### config.mk
export PLATFORM = sky130hd
export DESIGN_NAME = image_pixel_proc
export DESIGN_NICKNAME = d
export VERILOG_FILES = /design/src/rtl/image_pkg.sv /design/src/rtl/image_pixel_op.sv /design/src/rtl/image_pixel_proc.sv
export SDC_FILE = /design/constraint.sdc
export NUM_CORES = 1
export LEC_CHECK = 0
export CAP_MARGIN = 20
export CORE_ASPECT_RATIO = 1.5
export CORE_MARGIN = 8
export CORE_UTILIZATION = 43
export DETAILED_ROUTE_END_ITERATION = 12
export PLACE_DENSITY_LB_ADDON = 0.1
export SYNTH_ARGS = -nofsm -noshare
export SYNTH_HDL_FRONTEND = slang
export SYNTH_HIERARCHICAL = 1
export SYNTH_SLANG_ARGS = --single-unit
export TNS_END_PERCENT = 50
### constraint.sdc
create_clock -name HCLK -period 4.8 [get_ports HCLK]
set_input_delay 0.72 -clock HCLK [delete_from_list [all_inputs] [get_ports HCLK]]
set_output_delay 0.72 -clock HCLK [all_outputs]
set_load 0.02 [all_outputs]
### src/rtl/image_pkg.sv
// Shared definitions for the pixel-processing stage: operation encodings,
// luma constants, FSM state type and the default channel width.
package image_pkg;

  localparam int DATA_W_DEF = 8;

  localparam logic [2:0] MODE_BYPASS   = 3'd0;
  localparam logic [2:0] MODE_BRIGHTEN = 3'd1;
  localparam logic [2:0] MODE_DARKEN   = 3'd2;
  localparam logic [2:0] MODE_INVERT   = 3'd3;
  localparam logic [2:0] MODE_THRESH   = 3'd4;
  localparam logic [2:0] MODE_GREY     = 3'd5;

  // Luma approximation (r + 2g + b) / 4: two guard bits hold the sum of 4*M.
  localparam int LUMA_GUARD = 2;
  localparam int LUMA_SHIFT = 2;

  typedef enum logic [1:0] {
    ST_IDLE  = 2'd0,
    ST_RUN   = 2'd1,
    ST_DRAIN = 2'd2
  } state_t;

endpackage

### src/rtl/image_pixel_op.sv
// Combinational per-pixel operator: applies the selected mode to one RGB
// pixel. Reserved modes fall through to bypass.
module image_pixel_op
  import image_pkg::*;
#(
  parameter int DATA_W = DATA_W_DEF
) (
  input  logic [DATA_W-1:0] in_r,
  input  logic [DATA_W-1:0] in_g,
  input  logic [DATA_W-1:0] in_b,
  input  logic [2:0]        mode,
  input  logic [DATA_W-1:0] value,
  output logic [DATA_W-1:0] out_r,
  output logic [DATA_W-1:0] out_g,
  output logic [DATA_W-1:0] out_b
);

  localparam logic [DATA_W-1:0] MAXV = '1;

  function automatic logic [DATA_W-1:0] sat_add(logic [DATA_W-1:0] x, logic [DATA_W-1:0] v);
    logic [DATA_W:0] s;
    s = {1'b0, x} + {1'b0, v};
    return s[DATA_W] ? MAXV : s[DATA_W-1:0];
  endfunction

  function automatic logic [DATA_W-1:0] sat_sub(logic [DATA_W-1:0] x, logic [DATA_W-1:0] v);
    return (x > v) ? (x - v) : '0;
  endfunction

  logic [DATA_W+LUMA_GUARD-1:0] luma_sum;
  logic [DATA_W-1:0]            luma;
  logic [DATA_W-1:0]            thr;

  assign luma_sum = {2'b00, in_r} + {1'b0, in_g, 1'b0} + {2'b00, in_b};
  assign luma     = luma_sum[DATA_W+LUMA_SHIFT-1:LUMA_SHIFT];
  assign thr      = (luma >= value) ? MAXV : '0;

  always_comb begin
    out_r = in_r;
    out_g = in_g;
    out_b = in_b;
    case (mode)
      MODE_BRIGHTEN: begin
        out_r = sat_add(in_r, value);
        out_g = sat_add(in_g, value);
        out_b = sat_add(in_b, value);
      end
      MODE_DARKEN: begin
        out_r = sat_sub(in_r, value);
        out_g = sat_sub(in_g, value);
        out_b = sat_sub(in_b, value);
      end
      MODE_INVERT: begin
        out_r = MAXV - in_r;
        out_g = MAXV - in_g;
        out_b = MAXV - in_b;
      end
      MODE_THRESH: begin
        out_r = thr;
        out_g = thr;
        out_b = thr;
      end
      MODE_GREY: begin
        out_r = luma;
        out_g = luma;
        out_b = luma;
      end
      default: ;
    endcase
  end

endmodule

### src/rtl/image_pixel_proc.sv
// Pixel-processing stage: PIX_PER_BEAT pixels per beat, one registered output
// slot with valid/ready, raster tracking and frame markers.
module image_pixel_proc
  import image_pkg::*;
#(
  parameter int PIX_PER_BEAT = 2,
  parameter int DATA_W       = DATA_W_DEF,
  parameter int IMG_W        = 768,
  parameter int IMG_H        = 512
) (
  input  logic                           HCLK,
  input  logic                           HRESET,
  input  logic                           start,
  input  logic [2:0]                     mode,
  input  logic [DATA_W-1:0]              value,
  input  logic                           in_valid,
  output logic                           in_ready,
  input  logic [PIX_PER_BEAT*DATA_W-1:0] in_r,
  input  logic [PIX_PER_BEAT*DATA_W-1:0] in_g,
  input  logic [PIX_PER_BEAT*DATA_W-1:0] in_b,
  output logic                           out_valid,
  input  logic                           out_ready,
  output logic [PIX_PER_BEAT*DATA_W-1:0] out_r,
  output logic [PIX_PER_BEAT*DATA_W-1:0] out_g,
  output logic [PIX_PER_BEAT*DATA_W-1:0] out_b,
  output logic                           out_sof,
  output logic                           out_eol,
  output logic                           frame_done,
  output logic                           busy
);

  localparam int COL_W = (IMG_W > 1) ? $clog2(IMG_W) : 1;
  localparam int ROW_W = (IMG_H > 1) ? $clog2(IMG_H) : 1;

  state_t state, state_nxt;

  logic [2:0]        mode_q;
  logic [DATA_W-1:0] value_q;
  logic [COL_W-1:0]  col;
  logic [ROW_W-1:0]  row;
  logic [COL_W:0]    col_sum;
  logic              col_wrap, last_row, accept;

  logic [PIX_PER_BEAT-1:0][DATA_W-1:0] pix_r, pix_g, pix_b;
  logic [PIX_PER_BEAT-1:0][DATA_W-1:0] res_r, res_g, res_b;

  assign pix_r = in_r;
  assign pix_g = in_g;
  assign pix_b = in_b;

  for (genvar k = 0; k < PIX_PER_BEAT; k++) begin : g_lane
    image_pixel_op #(.DATA_W(DATA_W)) u_op (
      .in_r  (pix_r[k]),
      .in_g  (pix_g[k]),
      .in_b  (pix_b[k]),
      .mode  (mode_q),
      .value (value_q),
      .out_r (res_r[k]),
      .out_g (res_g[k]),
      .out_b (res_b[k])
    );
  end

  // Extra bit on the sum so IMG_W itself is representable at the wrap point.
  assign col_sum  = {1'b0, col} + (COL_W+1)'(PIX_PER_BEAT);
  assign col_wrap = (col_sum == (COL_W+1)'(IMG_W));
  assign last_row = (row == ROW_W'(IMG_H - 1));

  assign in_ready   = (state == ST_RUN) && (!out_valid || out_ready);
  assign accept     = in_valid && in_ready;
  assign frame_done = (state == ST_DRAIN) && out_valid && out_ready;
  assign busy       = (state != ST_IDLE);

  always_comb begin
    state_nxt = state;
    case (state)
      ST_IDLE:  if (start)                         state_nxt = ST_RUN;
      ST_RUN:   if (accept && col_wrap && last_row) state_nxt = ST_DRAIN;
      ST_DRAIN: if (frame_done)                    state_nxt = ST_IDLE;
      default:                                     state_nxt = ST_IDLE;
    endcase
  end

  always_ff @(posedge HCLK) begin
    if (HRESET) begin
      state     <= ST_IDLE;
      mode_q    <= MODE_BYPASS;
      value_q   <= '0;
      col       <= '0;
      row       <= '0;
      out_valid <= 1'b0;
      out_r     <= '0;
      out_g     <= '0;
      out_b     <= '0;
      out_sof   <= 1'b0;
      out_eol   <= 1'b0;
    end else begin
      state <= state_nxt;
      if (state == ST_IDLE && start) begin
        mode_q  <= mode;
        value_q <= value;
        col     <= '0;
        row     <= '0;
      end else if (accept) begin
        col <= col_wrap ? '0 : col_sum[COL_W-1:0];
        if (col_wrap) row <= last_row ? '0 : row + 1'b1;
      end
      // Single output slot: a load always wins over a drain in the same cycle.
      if (accept) begin
        out_valid <= 1'b1;
        out_r     <= res_r;
        out_g     <= res_g;
        out_b     <= res_b;
        out_sof   <= (row == '0) && (col == '0);
        out_eol   <= col_wrap;
      end else if (out_ready) begin
        out_valid <= 1'b0;
      end
    end
  end

endmodule

# After elaboration in Yosys (flattened, before gate mapping)

Cells that the tools add are included.

Add/subtract/negate cells: 24
Order comparisons: 8
Eq/ne operators: 12
Multiplexer cells: 28
Reduce and logical (&&, ||, !) cells: 18

Operators with widths:

| cell                    | count |
|---|---|
| $pmux W8 S5             | 6 |
| $mux W8                 | 14 |
| $add A8 B8 Y9           | 6 |
| $gt A8 B8 Y1            | 6 |
| $sub A8 B8 Y8           | 6 |
| $sub A8 B8 Y8 const A   | 6 |
| $add A10 B8 Y10         | 2 |
| $add A8 B9 Y10          | 2 |
| $ge A8 B8 Y1            | 2 |
| $add A10 B2 Y11 const B | 1 |
| $eq A11 B10 Y1 const B  | 1 |
| $logic_not A10 Y1       | 1 |
| $mux W10                | 1 |
| $add A9 B1 Y9 const B   | 1 |
| $eq A9 B9 Y1 const B    | 1 |
| $logic_not A9 Y1        | 1 |
| $mux W9                 | 1 |
| $logic_and A1 B1 Y1     | 8 |
| $eq A3 B2 Y1 const B    | 2 |
| $eq A3 B3 Y1 const B    | 2 |
| $mux W2                 | 3 |
| $pmux W2 S3             | 1 |
| $ne A2 B2 Y1 const B    | 2 |
| $reduce_bool A2 Y1      | 2 |
| 11 further kinds        | 12 |

Register bits after elaboration: 83
Input bits: 64
Output and inout bits: 54
Logic and storage cells: 101

# Longest topological paths before layout

Gate-level depths: netlist of run 1.

Depth after elaboration: 8
Mapped depth: 20
Mapped depth without buffers: 20

# By module

The synthesis of run 1 kept the hierarchy.

By module, submodules not included:

| module                           | times used | cells each | area each (um^2) | sequential area each (um^2) |
|---|---|---|---|---|
| image_pixel_op at g_lane[1].u_op | 1          | 484        | 3548.4           | 0.0 |
| image_pixel_op at g_lane[0].u_op | 1          | 471        | 3484.6           | 0.0 |
| image_pixel_proc                 | 1          | 424        | 3338.2           | 1641.6 |

# Least setup slack after synthesis of run 1

OpenSTA, ideal clock, no wires.

Path kind: input -> register
Start: input port in_r[9]
End: register out_r[13]
Setup time: 0.131 ns
Data arrival time: 4.126 ns
Slack: 0.543 ns
Stages: 18
Cells stage by stage: inv_1 -> fa_1 -> nor3_1 -> fa_1 -> a211oi_1 -> nor2_1 -> o31a_1 -> o21ai_0 -> nand2b_1 -> ha_1 -> and3_1 -> a221oi_2 -> o311ai_2 -> a21oi_1 -> o21ai_0 -> o32a_1 -> nand2_1 -> a21oi_1

RTL lines:

| item                   | RTL line                | text |
|---|---|---|
| start: declaration     | image_pixel_proc.sv:18  | `input logic [PIX_PER_BEAT*DATA_W-1:0] in_r,` |
| end signal: assignment | image_pixel_proc.sv:111 | `out_r <= res_r;` |
| end: declaration       | image_pixel_proc.sv:23  | `output logic [PIX_PER_BEAT*DATA_W-1:0] out_r,` |

==> results.tsv, run 1 <==
metric	value	unit
synthCells	1379	
cp.arrival	4.81	ns
synthesis.area	10400	sq um
setup.worst_path.start_class	input port	
synth-edff-count	0	
synth-seq-cells	82	
die_w	143	um
tightest_slew	1.16	ns
antenna_found_initial	0	
synth_flop_cell	dfxtp_1	
vias_per_cell	5.80	
slew_violations	0	
dr.pass1.iters	5	
die-area	29400	sq um
grt.total_usage	26.4	%
grt_pass1_vias	10800	
swShare	40.7	%
drc	0	
syn-num-nets	1601	
cts_tree	yes	
criticalPathCategory	input port to flip-flop	
grt_first_pass_wirelength	60000	um
p_int	1.83	mW
period_share	95.9	%
antenna_cells	0	
end_kind	flip-flop	
num_rows	69	
p_clk_share	25.0	%
drtIter0Drc	823	
ctsHtreeMaxLevel	3	
drt_wl_total	38800	um
ir_drop	0.198	mV
final_common_cell	a21oi_1	
cts_buffers	9	
crit_required	5.01	ns
final_nets	1754	
fin_util	53.8	%
grt-ovfl-total	0	
hp-class	flip-flop to flip-flop	
ys_seq_area_share	15.8	%
relSlewSlack	22.7	%
initial_utilization	43.7	%
area.growth.synth_to_final	23.2	%
power.density	241	nW/um^2
synth_cell_types	87	
clk_latency	0.37	ns
status	completed	
die_y	206	um
grt_max_degree	65	
dp_hpwl	30100	um
cts.sinks	82	
syn_area_per_cell	7.52	sq um
final_cell_mix	a21oi_1 (171), nand2_1 (169), ha_1 (128), clkdlybuf4s50_1 (108), nor2_1 (103)	
path_max_fanout	8	
nFillCells	2351	
setup_viol	0	
fin_crit	4.60	ns
cts_root_buffer	clkbuf_16	
skew	0.00887	ns
clk_pin_slew_worst_paths	0.07	ns
cts.path.max_buffers	2	
ant_nets	0	
drive_gt1_share	12.0	%
num_io_pins	118	
switchingPower	1.25	mW
power_frac_comb	50.5	%
p_leak	5.05	nW
async_flop_share	0	%
hold_viol	0	
post_drt_wl_per_cell	20.9	um
sequentialPowerShare	24.5	%
maxCapViolCount	0	
core_area	23700	sq um
place_congestion	0.962	
io_buffer_count	117	
tns	0	ns
vias	10800	
yosys_warnings	6	
fmax	217	MHz
-- critical path, cell delays in order --
cell             delay [ns]
clkdlybuf4s50_1        0.55
fa_1                   0.45
ha_1                   0.36
o21ai_0                0.28
nor2_2                 0.09
o31a_1                 0.35
o21ai_1                0.13
nand2b_1               0.10
ha_4                   0.23
and3_1                 0.16
a221oi_2               0.32
o311ai_4               0.19
buf_4                  0.19
a21oi_2                0.26
a31oi_1                0.14
buf_4                  0.17
nand2_1                0.05
a21oi_1                0.06
-- state kept, by name, summed over array words and instances (netlist names) --
signal	cells
state	2
out_valid	1
value_q	8
out_b	16
out_g	16
mode_q	3
row	9
out_sof	1
col	9
out_r	16
out_eol	1
-- per-stage QoR --
step           instances  worst slack [ns]  power, mW  hold slack [ns]  area (sq um)
2_1_floorplan       1379             0.543       1.70            0.466         10400
3_3_place_gp        1837            -0.408       2.25            0.444         12300
3_5_place_dp        1837            -0.420       2.26            0.447         12300
4_1_cts             1853           -0.0303       3.04            0.457         12600
5_1_grt             1856          -0.00687       3.27            0.477         12800
6_report            1856             0.199       3.08            0.457         12800
-- cell usage after synthesis, types with 8 or more instances --
cell type,instances,area (sq um)
a211oi_1,13,97.6
o211ai_1,14,105
nand3_1,16,80.1
o21a_1,14,105
o22a_1,21,184
o31ai_1,19,143
a21oi_2,9,78.8
nand2b_1,27,169
fa_1,28,561
buf_2,21,105
nor2b_1,13,81.3
nand2_1,169,634
nand4_1,25,156
buf_4,9,67.6
dfxtp_1,82,1640
xnor2_1,49,429
clkbuf_1,38,143
nor2_1,104,390
o32a_1,18,180
o21bai_1,10,75.1
a21oi_1,181,906
and3_1,8,50.1
xor2_1,20,175
nand3b_1,10,75.1
ha_1,130,1630
a21o_1,20,150
nor3_1,37,185
inv_1,78,293
o21ai_0,56,280
a31oi_1,10,62.6
-- area by class of cell --
type	count	area (sq um)	area share (%)
sequential	82	1640	12.8
inverter	80	300	2.35
timing repair buffer	220	1960	15.4
clock buffer	9	225	1.76
multi-input combinational	1139	8160	63.9
tap	319	399	3.12
clock inverter	7	86.3	0.676
-- metal layers --
layer  GRT usage, %  part of all wire [%]  wire [um]  up-vias
met2           48.7                    52      20200      334
met1           28.3                    38      14700     5059
met5              0                     0          0        -
met3           2.40                   3.8       1480      115
li1               -                     -          -     5256
met4           16.8                   6.3       2440        0
-- power by group through the flow --
stage / clock network [mW] / registers (mW) / logic [mW]
finish: 0.770 / 0.756 / 1.56
global route: 0.801 / 0.760 / 1.71
CTS: 0.781 / 0.755 / 1.50
detailed placement: 0 / 0.771 / 1.49
global placement: 0 / 0.770 / 1.48
floorplan: 0 / 0.783 / 0.918
-- what timing repair did --
action / in CTS / in global routing
setup buffers: 0 / 2
resized for setup: 1 / 36
hold buffers: 0 / 0
pin swaps: 0 / 8
endpoints found under the setup margin: 3 / 48
-- logic make-up after synthesis --
kind of cell / synth area share [%]
flip-flops: 15.8
AND/OR/NAND/NOR: 21.1
XOR/XNOR: 5.98
AO/OA/AOI/OAI: 28.5
buffers and inverters: 6.74
multiplexers: 0.688
adder cells (fa/ha/maj): 21.1
-- worst paths after layout --
kind                           start                     end  slack [ns]  depth (start not counted)
min            out_b[9]$_SDFFE_PP0P_   out_b[9]$_SDFFE_PP0P_        0.46                          2
min reg2reg    out_b[9]$_SDFFE_PP0P_   out_b[9]$_SDFFE_PP0P_        0.46                          2
max reg2reg  value_q[1]$_SDFFE_PP0P_   out_b[7]$_SDFFE_PP0P_        1.03                         11
max                         in_b[12]  out_b[12]$_SDFFE_PP0P_        0.20                         18
Note: power is estimated with default switching activity, not from simulation.
==> inputs of run 2 (changes only) <==
Settings changed: CTS_CLUSTER_DIAMETER set to 30.
==> results of run 2 <==
Same layout as run 1: the final DEF is identical, and so are final timing and power.
==> inputs of run 3 (changes only) <==
Settings changed: CELL_PAD_IN_SITES_DETAIL_PLACEMENT set to 0, CELL_PAD_IN_SITES_GLOBAL_PLACEMENT set to 2, CORE_UTILIZATION 43 to 34, TNS_END_PERCENT 50 to unset.
==> results.tsv, run 3 (synthesis gave the netlist of run 1 again) <==
metric	value	unit
whs	0.456	ns
wl_met1	16800	um
drive_gt1_share	12.3	%
die_y	230	um
regArea	1640	sq um
antenna_found_initial	0	
place_congestion	0.892	
crit_slowest_cell	clkdlybuf4s50_1	
num_io_pins	118	
path_max_fanout	8	
fin_crit	4.63	ns
setup_viol	0	
clk_latency	0.38	ns
period_share	96.5	%
core_area	30200	sq um
cts_tree	yes	
fmax	216	MHz
slew_violations	0	
final_cell_mix	a21oi_1 (171), nand2_1 (169), ha_1 (129), buf_4 (112), clkdlybuf4s50_1 (106)	
p_total	3.06	mW
io_buffer_count	117	
vias_per_cell	5.53	
crit_required	5.03	ns
antenna_cells	0	
nFillCells	3182	
criticalPathCategory	input port to flip-flop	
final_nets	1763	
top_layer_used	met4	
multiInputGateArea	8140	sq um
cts_buffers	9	
cts_root_buffer	clkbuf_16	
grt.total_usage	23.5	%
dr.pass1.iters	5	
drt_wl_total	43100	um
cp.arrival	4.86	ns
num_rows	78	
dp_hpwl	34200	um
ant_nets	0	
holdBufCountCts	0	
pre_cts_ws	-0.496	ns
end_kind	flip-flop	
area.growth.synth_to_final	24.4	%
post_drt_wl_per_cell	22.2	um
drtIter0Drc	541	
status	completed	
drc	0	
cts.sinks	82	
reg2reg_slack	1.39	ns
die_w	159	um
clk_pin_slew_worst_paths	0.07	ns
holdCritStartpoint	out_r[3]$_SDFFE_PP0P_	
startpoint	in_g[10]	
grt-ovfl-total	0	
r2r-start	value_q[2]$_SDFFE_PP0P_	
ctsHtreeMaxLevel	3	
reg_top3	out_b (16), out_g (16), out_r (16)	
final_common_cell	a21oi_1	
slowest_delay	0.58	ns
relSlewSlack	24.8	%
power.density	237	nW/um^2
maxCapViolCount	0	
cts.path.max_buffers	2	
fin_area	12900	sq um
vias	10800	
tightest_slew	1.13	ns
place_area	12500	sq um
setup.worst_path.start_class	input port	
path_cells	clkdlybuf4s50_1 > fa_1 > ha_1 > o21ai_1 > a21oi_2 > nor4_1 > buf_4 > nor2_1 > nor2_1 > xnor2_1 > ha_1 > and3_4 > a221oi_4 > o311ai_4 > o21bai_2 > o32a_1 > nand2_1 > a21oi_1	
ir_drop	0.171	mV
grt_first_pass_wirelength	65000	um
routed-wl-met2	23100	um
hp-class	flip-flop to flip-flop	
initial_utilization	34.4	%
grt_max_degree	65	
skew	0.0113	ns
hold_viol	0	
met3_length	1340	um
p_leak	5.09	nW
fin_util	42.8	%
timing.final.ws_setup	0.169	ns
grt_pass1_vias	10800	
die-area	36500	sq um
-- run 3: worst max-delay path, delay by kind of cell --
family / cells / cell delay, ns
and+or+nand+nor: 5 / 0.65
AOI/OAI and AO/OA: 7 / 1.50
buffers and inverters: 2 / 0.75
adders and majority gates: 3 / 1.09
xor gates and xnor gates: 1 / 0.15
-- run 3: timing repair --
| action | in CTS | in global routing |
|---|---|---|
| setup endpoints to repair | 21 | 48 |
| gates resized for setup | 6 | 30 |
| pin swaps | 0 | 12 |
| setup buffers | 0 | 1 |
-- run 3: routing by layer --
layer	up-vias	global-route usage (%)
met5	-	0
met4	0	10.8
met3	79	2.27
met2	246	44.3
met1	5169	25.4
li1	5267	-
-- run 3: where the power goes --
group          internal [mW]  switching [mW]  leakage, nW  total (mW)
clock                  0.362           0.360        0.140       0.722
combinational          0.706           0.878         4.29        1.58
sequential             0.712          0.0425        0.667       0.754
total                   1.78            1.28         5.09        3.06
-- run 3: worst paths after layout --
kind / endpoint / cells past startpoint
hold / removal: out_r[3]$_SDFFE_PP0P_ / 2
setup / recovery: out_b[15]$_SDFFE_PP0P_ / 18
hold reg to reg: out_r[3]$_SDFFE_PP0P_ / 2
setup reg to reg: out_b[2]$_SDFFE_PP0P_ / 11
-- run 3: area by class of cell --
class / instances / share of cell area, %
Multi-Input combinational cell: 1139 / 63.1
Timing Repair Buffer: 229 / 15.7
Sequential cell: 82 / 12.7
Clock inverter: 7 / 0.475
Clock buffer: 9 / 1.75
Inverter: 80 / 2.33
Tap cell: 400 / 3.88
-- run 3: metrics by stage --
stage                     setup TNS (ns)  instances
final                                  0       1946
after global routing             -0.0706       1946
after CTS                              0       1945
after detailed placement          -16.59       1929
after global placement            -12.49       1929
after floorplan                        0       1379
